`config.mk`:
```
export PLATFORM = sky130hd
export DESIGN_NAME = banked_regfile
export DESIGN_NICKNAME = d
export VERILOG_FILES = /design/src/rtl/banked_regfile.sv
export SDC_FILE = /design/constraint.sdc
export NUM_CORES = 2
export LEC_CHECK = 0
export BUFFER_PORTS_ARGS = -buffer_cell sky130_fd_sc_hd__buf_4
export CAP_MARGIN = 20
export CORE_ASPECT_RATIO = 1.2
export CORE_UTILIZATION = 35
export DETAILED_ROUTE_END_ITERATION = 16
export GPL_TIMING_DRIVEN = 0
export MAX_ROUTING_LAYER = met4
export PLACE_DENSITY = 0.53
export SLEW_MARGIN = 20
export SYNTH_ARGS = -nofsm -noshare
export SYNTH_HDL_FRONTEND = slang
export SYNTH_SLANG_ARGS = --single-unit
```
`constraint.sdc`:
```
create_clock -name clock -period 7 [get_ports clock]
set_input_delay 0 -clock clock [delete_from_list [all_inputs] [get_ports clock]]
set_output_delay 0 -clock clock [all_outputs]
set_load 0.01 [all_outputs]
```
`src/rtl/banked_regfile.sv`:
```
// ARM7TDMI general-purpose register file: 31 physical registers and 5 SPSRs,
// banked by processor mode, with atomic exception entry (banked LR + SPSR).
module banked_regfile #(
   parameter int unsigned            DATA_W      = 32,
   parameter bit                     BYPASS      = 1'b1,
   parameter logic [DATA_W-1:0]      RESET_VALUE = '0
) (
   input  logic              clock,
   input  logic              reset,
   input  logic [4:0]        mode,
   input  logic              user_bank,
   input  logic [3:0]        read_reg_num1,
   input  logic [3:0]        read_reg_num2,
   output logic [DATA_W-1:0] read_data1,
   output logic [DATA_W-1:0] read_data2,
   input  logic [3:0]        write_reg,
   input  logic [DATA_W-1:0] write_data,
   input  logic              regwrite,
   output logic [DATA_W-1:0] spsr_rdata,
   input  logic [DATA_W-1:0] spsr_wdata,
   input  logic              spsr_write,
   input  logic              exc_entry,
   input  logic [4:0]        exc_mode,
   input  logic [DATA_W-1:0] exc_lr,
   input  logic [DATA_W-1:0] exc_cpsr
);

   typedef enum logic [2:0] {
      BANK_USR = 3'd0,
      BANK_FIQ = 3'd1,
      BANK_IRQ = 3'd2,
      BANK_SVC = 3'd3,
      BANK_ABT = 3'd4,
      BANK_UND = 3'd5
   } bank_e;

   logic [DATA_W-1:0] regs [31];
   logic [DATA_W-1:0] spsr [5];

   function automatic bank_e bank_of(input logic [4:0] m);
      case (m)
         5'b10001: return BANK_FIQ;
         5'b10010: return BANK_IRQ;
         5'b10011: return BANK_SVC;
         5'b10111: return BANK_ABT;
         5'b11011: return BANK_UND;
         default:  return BANK_USR;   // USR, SYS and undefined codes
      endcase
   endfunction

   // Layout: 0-15 user bank, 16-22 FIQ r8-r14, then r13/r14 pairs for IRQ, SVC, ABT, UND.
   function automatic logic [4:0] phys_of(input bank_e b, input logic [3:0] r);
      logic [4:0] idx;
      logic [4:0] base;
      idx  = {1'b0, r};
      base = 5'd0;
      case (b)
         BANK_IRQ: base = 5'd23;
         BANK_SVC: base = 5'd25;
         BANK_ABT: base = 5'd27;
         BANK_UND: base = 5'd29;
         default:  base = 5'd0;
      endcase
      if (b == BANK_FIQ && r >= 4'd8 && r <= 4'd14)
         idx = {1'b0, r} + 5'd8;
      else if (base != 5'd0 && (r == 4'd13 || r == 4'd14))
         idx = base + {4'b0, ~r[0]};
      return idx;
   endfunction

   function automatic logic [2:0] spsr_of(input bank_e b);
      return (b == BANK_USR) ? 3'd0 : (3'(b) - 3'd1);
   endfunction

   bank_e      cur_bank;
   bank_e      reg_bank;
   bank_e      exc_bank;
   logic       exc_ok;
   logic       spsr_ok;
   logic       byp_ok;
   logic [4:0] wr_phys;
   logic [4:0] rd1_phys;
   logic [4:0] rd2_phys;
   logic [4:0] exc_phys;
   logic [2:0] cur_spsr;
   logic [2:0] exc_spsr;

   always_comb begin
      cur_bank = bank_of(mode);
      reg_bank = user_bank ? BANK_USR : cur_bank;
      exc_bank = bank_of(exc_mode);
      exc_ok   = exc_entry && (exc_bank != BANK_USR);
      spsr_ok  = spsr_write && (cur_bank != BANK_USR);
      byp_ok   = BYPASS && !reset;
      wr_phys  = phys_of(reg_bank, write_reg);
      rd1_phys = phys_of(reg_bank, read_reg_num1);
      rd2_phys = phys_of(reg_bank, read_reg_num2);
      exc_phys = phys_of(exc_bank, 4'd14);
      cur_spsr = spsr_of(cur_bank);
      exc_spsr = spsr_of(exc_bank);
   end

   // Exception entry is assigned last so it overrides a colliding regwrite/spsr_write.
   always_ff @(posedge clock) begin
      if (reset) begin
         for (int unsigned i = 0; i < 31; i++) regs[i] <= RESET_VALUE;
         for (int unsigned i = 0; i < 5; i++)  spsr[i] <= RESET_VALUE;
      end else begin
         if (regwrite) regs[wr_phys]  <= write_data;
         if (spsr_ok)  spsr[cur_spsr] <= spsr_wdata;
         if (exc_ok) begin
            regs[exc_phys] <= exc_lr;
            spsr[exc_spsr] <= exc_cpsr;
         end
      end
   end

   always_comb begin
      read_data1 = regs[rd1_phys];
      if (byp_ok && regwrite && rd1_phys == wr_phys) read_data1 = write_data;
      if (byp_ok && exc_ok && rd1_phys == exc_phys)  read_data1 = exc_lr;
   end

   always_comb begin
      read_data2 = regs[rd2_phys];
      if (byp_ok && regwrite && rd2_phys == wr_phys) read_data2 = write_data;
      if (byp_ok && exc_ok && rd2_phys == exc_phys)  read_data2 = exc_lr;
   end

   always_comb begin
      spsr_rdata = '0;
      if (cur_bank != BANK_USR) begin
         spsr_rdata = spsr[cur_spsr];
         if (byp_ok && spsr_ok) spsr_rdata = spsr_wdata;
         if (byp_ok && exc_ok && exc_bank == cur_bank) spsr_rdata = exc_cpsr;
      end
   end

endmodule

```
# After elaboration in Yosys (flattened, before gate mapping)
# Memories as Yosys holds them, arrays and structs flattened.
# Cells that the tools add are included.
[word_totals] ff_bits=0 latch_bits=0 ram_bits=1152 romBits=0 in_bits=156 memories=2
[op_classes] add_sub_neg=9 multipliers=0 div_mod_pow=0 n_lt_le_gt_ge=6 eq_ne=31 shift=0 mux=45 n_bitwise=3 n_reduce_logical=33
[mem_list] name="regs" depth=31 word_bits=32 rd=2 rd_ports_with_merged_regs=0 write_ports=31 line_no="37" text="logic [DATA_W-1:0] regs [31];"
[mem_list] name="spsr" depth=5 word_bits=32 rd=1 rd_ports_with_merged_regs=0 write_ports=5 line_no="38" text="logic [DATA_W-1:0] spsr [5];"
[ops] operator="32-bit two-way mux" n=11
[ops] operator="32-bit OR reduction" n=4
[ops] operator="5-bit equality test (second input constant)" n=10
[ops] operator="5-bit two-way mux" n=10
[ops] operator="5-bit one-hot mux with 4 select lines" n=2
[ops] operator="3-bit one-hot mux with 5 select lines" n=2
[ops] operator="4-bit equality test (second input constant)" n=6
[ops] operator="5-bit equality test" n=4
[ops] operator="1-bit logical AND" n=19
[ops] operator="4-bit by 4-bit adder with 5-bit output (second input constant)" n=3
[ops] operator="5-bit by 1-bit adder with 5-bit output" n=3
[ops] operator="1-bit two-way mux" n=15
[ops] operator="3-bit two-way mux" n=5
[ops] operator="3-bit by 2-bit equality test with 1-bit output (second input constant)" n=4
[ops] operator="3-bit equality test (second input constant)" n=4
[ops] operator="4-bit greater-or-equal comparator (second input constant)" n=3
[ops] operator="4-bit <= comparator (second input constant)" n=3
[ops] operator="5-bit nonzero test" n=2
[ops] operator="3-bit by 1-bit equality test with 1-bit output (second input constant)" n=2
[ops] operator="3-bit logical NOT" n=2
[ops] operator="3-bit nonzero test" n=2
[ops] operator="3-bit by 1-bit subtractor with 3-bit output (second input constant)" n=2
[ops] operator="5-bit by 1-bit adder with 5-bit output (second input constant)" n=1
[ops] operator="3-bit equality test" n=1
[ops] operator="other kinds (3)" n=7

# Logic depth before layout (Yosys ltp)
[logic_depth] depth_word=13 mapped_depth=17 mapped_depth_nobuf=14

# Worst setup path before layout
# No wires, ideal clock.
[synth_timing] path_type="input -> register" start="input mode[2]" end="memory spsr[7][0] (enable)" setup_time_ps=466 t_arrival_ps=4710 required_ps=6534 setup_slack_ps=1824 stages=13 cell_sequence="buf_6 > buf_2 > nand4b_1 > buf_1 > clkbuf_1 > o21ai_0 > ha_1 > clkbuf_1 > clkbuf_1 > clkbuf_1 > clkbuf_1 > nand3_1 > o21ai_0"
[synth_lines] item="from (decl)" line_no="10" text="input logic [4:0] mode,"
[synth_lines] item="to (decl)" line_no="38"

# Worst setup path in the final report
[layout_timing] start="input mode[4]" end="output read_data1[24]"
[layout_via] elab_chain_cells=13 elab_cells_between_ends=33 cone_classes="add/sub: 2; eq/ne: 12; mux: 9; reduce/logical: 9; memory: 1"
[layout_lines] item="5-bit equality test" line_no="41" text="case (m)"
[layout_lines] item="3-bit one-hot mux with 5 select lines *" line_no="41"
[layout_lines] item="3-bit two-way mux *" line_no="90" text="reg_bank = user_bank ? BANK_USR : cur_bank;"
[layout_lines] item="parallel branches: the longest is 9 deep, another holds memory 31 x 32 bit"
[layout_lines] item="32-bit two-way mux *" line_no="121" text="if (byp_ok && exc_ok && rd1_phys == exc_phys) read_data1 = exc_lr;"
[layout_lines] item="to (decl)" line_no="14" text="output logic [DATA_W-1:0] read_data1,"
# Mark *: on every way between the ends.

==> impl_metrics.env <==
export IMPL_status="complete, but fails checks"
export IMPL_violations="DRC"
export IMPL_comb_power_share_pct=16.9
export IMPL_final_nets=8062
export IMPL_io_buffer_count=183
export IMPL_p_switching_mw=6.45
export IMPL_powerDensity_nw_per_um2=241
export IMPL_dr_total_vias=68200
export IMPL_grt_pass1_wl_um=555000
export IMPL_async_reset_ff_share_pct=0
export IMPL_core_area_um2=208000
export IMPL_rsz0062_at_grt="no"
export IMPL_p_seq_share_pct=43.4
export IMPL_syn_area_um2=73400
export IMPL_syn_area_per_cell_um2=10.0
export IMPL_num_rows=183
export IMPL_place_congestion=1.05
export IMPL_syn_nets=7485
export IMPL_drive_above_1_share_pct=9.93
export IMPL_start_util_pct=35.3
export IMPL_seq_area_frac_synth_pct=52.4
export IMPL_cp_end_kind="output pin"
export IMPL_required_ns=7.00
export IMPL_area_delta_synth_final_pct=17.7
export IMPL_fp_dieH_um=504
export IMPL_cts_inserted_buffers=154
export IMPL_antenna_found_initial=44
export IMPL_worstHoldStart="exc_lr[27]"
export IMPL_htree_num_levels=4
export IMPL_clockBufferDepth=3
export IMPL_crit_fanout=10
export IMPL_final_common_cell="nand2_1"
export IMPL_synth_warning_count=0
export IMPL_io_pins=252
export IMPL_fin_area_um2=86300
export IMPL_final_max_slew_viol_count=0
export IMPL_hp_class="in -> reg"
export IMPL_final_cell_mix="nand2_1 (1473), edfxtp_1 (1280), and2_1 (697)"
export IMPL_synth_edf_count=1280
export IMPL_timing_final_crit_share_pct=95.8
export IMPL_hpwl_um=322000
export IMPL_clockRootBuffer="clkbuf_16"
export IMPL_dpl_cell_area_um2=79400
export IMPL_placed_cells=10300
export IMPL_ys_seq_elements=1280
export IMPL_via_per_inst=6.30
export IMPL_hold_viol_final=0
export IMPL_drc=2
export IMPL_post_layout_nonfiller_instances=10800
export IMPL_finalSetupViolCount=0
export IMPL_yosysUniqueCellTypes=76
export IMPL_wire_per_inst_um=38.7
export IMPL_cts_tree="built"
export IMPL_clkTransAtPathRegs_ns=0.07
export IMPL_clock_power_share_pct=39.6
export IMPL_grt_usage_pct=39.8
export IMPL_drv_cap=0
export IMPL_grt_max_degree=33
export IMPL_tightest_slew_ns=1.32
export IMPL_clock_sinks=1280
export IMPL_grt_pass1_vias=65500
export IMPL_finalCriticalPeriod_ns=6.71
export IMPL_intPower_mw=14.4
export IMPL_grt_overflow_total=0
export IMPL_synth_main_ff_cell="edfxtp_1"
export IMPL_wl_um=419000
export IMPL_syn_inst=7317
export IMPL_firstDrtPassIters=14
export IMPL_drtIter0Drc=9407
export IMPL_leakagePower_nw=31.2
export IMPL_max_freq_mhz=149
export IMPL_cts_setup_buffers=0
export IMPL_die_width_um=420
export IMPL_worstSetupStartpoint="mode[4]"
export IMPL_arrival_ns=6.71
export IMPL_ant_nets=0
export IMPL_critical_path_class="in -> out"
export IMPL_slew_headroom_pct=11.7
export IMPL_ir_drop_v=0.000203
export IMPL_switching_share_pct=30.9
export IMPL_setup_worst_path_start_class="input pin"
export IMPL_die_area_um2=212000
-- final timing paths --
check,endpoint,slack [ns],depth (start not counted)
worst max-delay path,read_data1[24],0.29,16
worst min-delay path,regs[0][27],0.01,3
-- power by group through the flow --
stage	clock network [mW]	logic (mW)	registers [mW]
after global placement	0	3.22	9.21
after CTS	8.21	3.37	9.04
after detailed placement	0	3.30	9.19
final	8.27	3.53	9.05
after global routing	8.47	3.58	9.08
after floorplan	0	1.64	9.11
-- critical path, cell delays in order --
cell       delay, ns
buf_4           0.08
buf_2           0.18
nor2b_1         0.46
nand2_1         0.28
nor4_1          0.72
ha_1            0.36
a311oi_1        0.20
buf_2           0.56
buf_2           0.58
clkbuf_1        0.80
nand3_1         0.16
a32oi_1         0.95
o221ai_1        0.45
o22ai_1         0.23
o2bb2ai_1       0.35
buf_4           0.28
-- per-stage QoR --
step	total power, mW	utilization [%]	setup TNS, ns	hold WS (ns)	setup WS (ns)
2_1_floorplan	10.8	-	0	0.167	1.82
3_3_place_gp	12.4	37.7	-799.29	0.312	-3.19
3_5_place_dp	12.5	38.2	0	0.318	0.624
4_1_cts	20.6	41.5	0	0.00541	0.605
5_1_grt	21.1	41.6	0	0.0242	0.397
6_report	20.8	41.6	0	0.0147	0.291
-- registers in the layout, indices dropped and copies added (netlist names) --
name and flops:
spsr 256, regs 1024
-- what timing repair did --
item / CTS / global route
setup endpoints to repair: 0 / 0
endpoints found under the hold margin: 891 / 0
resized for setup: 0 / 0
hold buffers: 190 / 0
-- cells by family after synthesis --
logic type	count (synthesis)	share of synthesized area, %
XOR/XNOR	30	0.358
buffers and inverters	882	4.91
AO/OA/AOI/OAI	1705	17.3
multiplexers	393	5.56
AND/OR/NAND/NOR	3015	19.3
flip-flops	1280	52.4
adder cells (fa/ha/maj)	12	0.205
-- layer usage --
metal,wire [µm],global-route usage [%],up-vias
met5,0,-,-
li1,-,-,28200
met3,39500,8.43,1325
met4,33900,27.3,0
met2,194000,63.0,4665
met1,152000,45.0,34000
-- cell usage after synthesis (9+ instances only) --
| cell type | n | area (µm²) |
|---|---|---|
| a31oi_1 | 72 | 450 |
| edfxtp_1 | 1280 | 38400 |
| a22oi_1 | 129 | 968 |
| buf_4 | 12 | 90.1 |
| o221ai_1 | 53 | 464 |
| a21oi_1 | 388 | 1940 |
| nand3_1 | 454 | 2270 |
| a311o_1 | 13 | 130 |
| nor2b_1 | 11 | 68.8 |
| o2bb2ai_1 | 25 | 219 |
| nand2_1 | 1473 | 5530 |
| o21ai_1 | 22 | 110 |
| a32oi_1 | 152 | 1330 |
| nor2_1 | 161 | 604 |
| mux2i_1 | 292 | 2920 |
| nand4_1 | 14 | 87.6 |
| nor3_1 | 90 | 450 |
| o31ai_1 | 9 | 67.6 |
| and2_1 | 697 | 4360 |
| o22ai_1 | 51 | 319 |
| buf_6 | 10 | 113 |
| mux2_2 | 98 | 1100 |
| a22o_1 | 586 | 5130 |
| clkbuf_1 | 614 | 2300 |
| buf_1 | 95 | 357 |
| nand2b_1 | 9 | 56.3 |
| xor2_1 | 9 | 78.8 |
| inv_1 | 12 | 45.0 |
| a2111oi_0 | 13 | 114 |
| xnor2_1 | 21 | 184 |
| buf_2 | 139 | 696 |
| o21ai_0 | 45 | 225 |
| a211oi_1 | 73 | 548 |
| and3_1 | 46 | 288 |
| or2_2 | 22 | 138 |
| ha_1 | 12 | 150 |
| a311oi_1 | 40 | 350 |
-- final cells by class --
| cell class | instances | area [µm²] |
|---|---|---|
| flip-flops and latches | 1280 | 38400 |
| well taps | 2775 | 3470 |
| fillers | 20400 | 121000 |
| inverters | 12 | 45.0 |
| repair buffers | 421 | 4250 |
| clock buffers | 189 | 4030 |
| diodes | 26 | 65.1 |
| multi-input cells | 5155 | 31600 |
| clock inverters | 92 | 876 |
| plain buffers | 870 | 3600 |
Note: power is estimated with default switching activity, not from simulation.
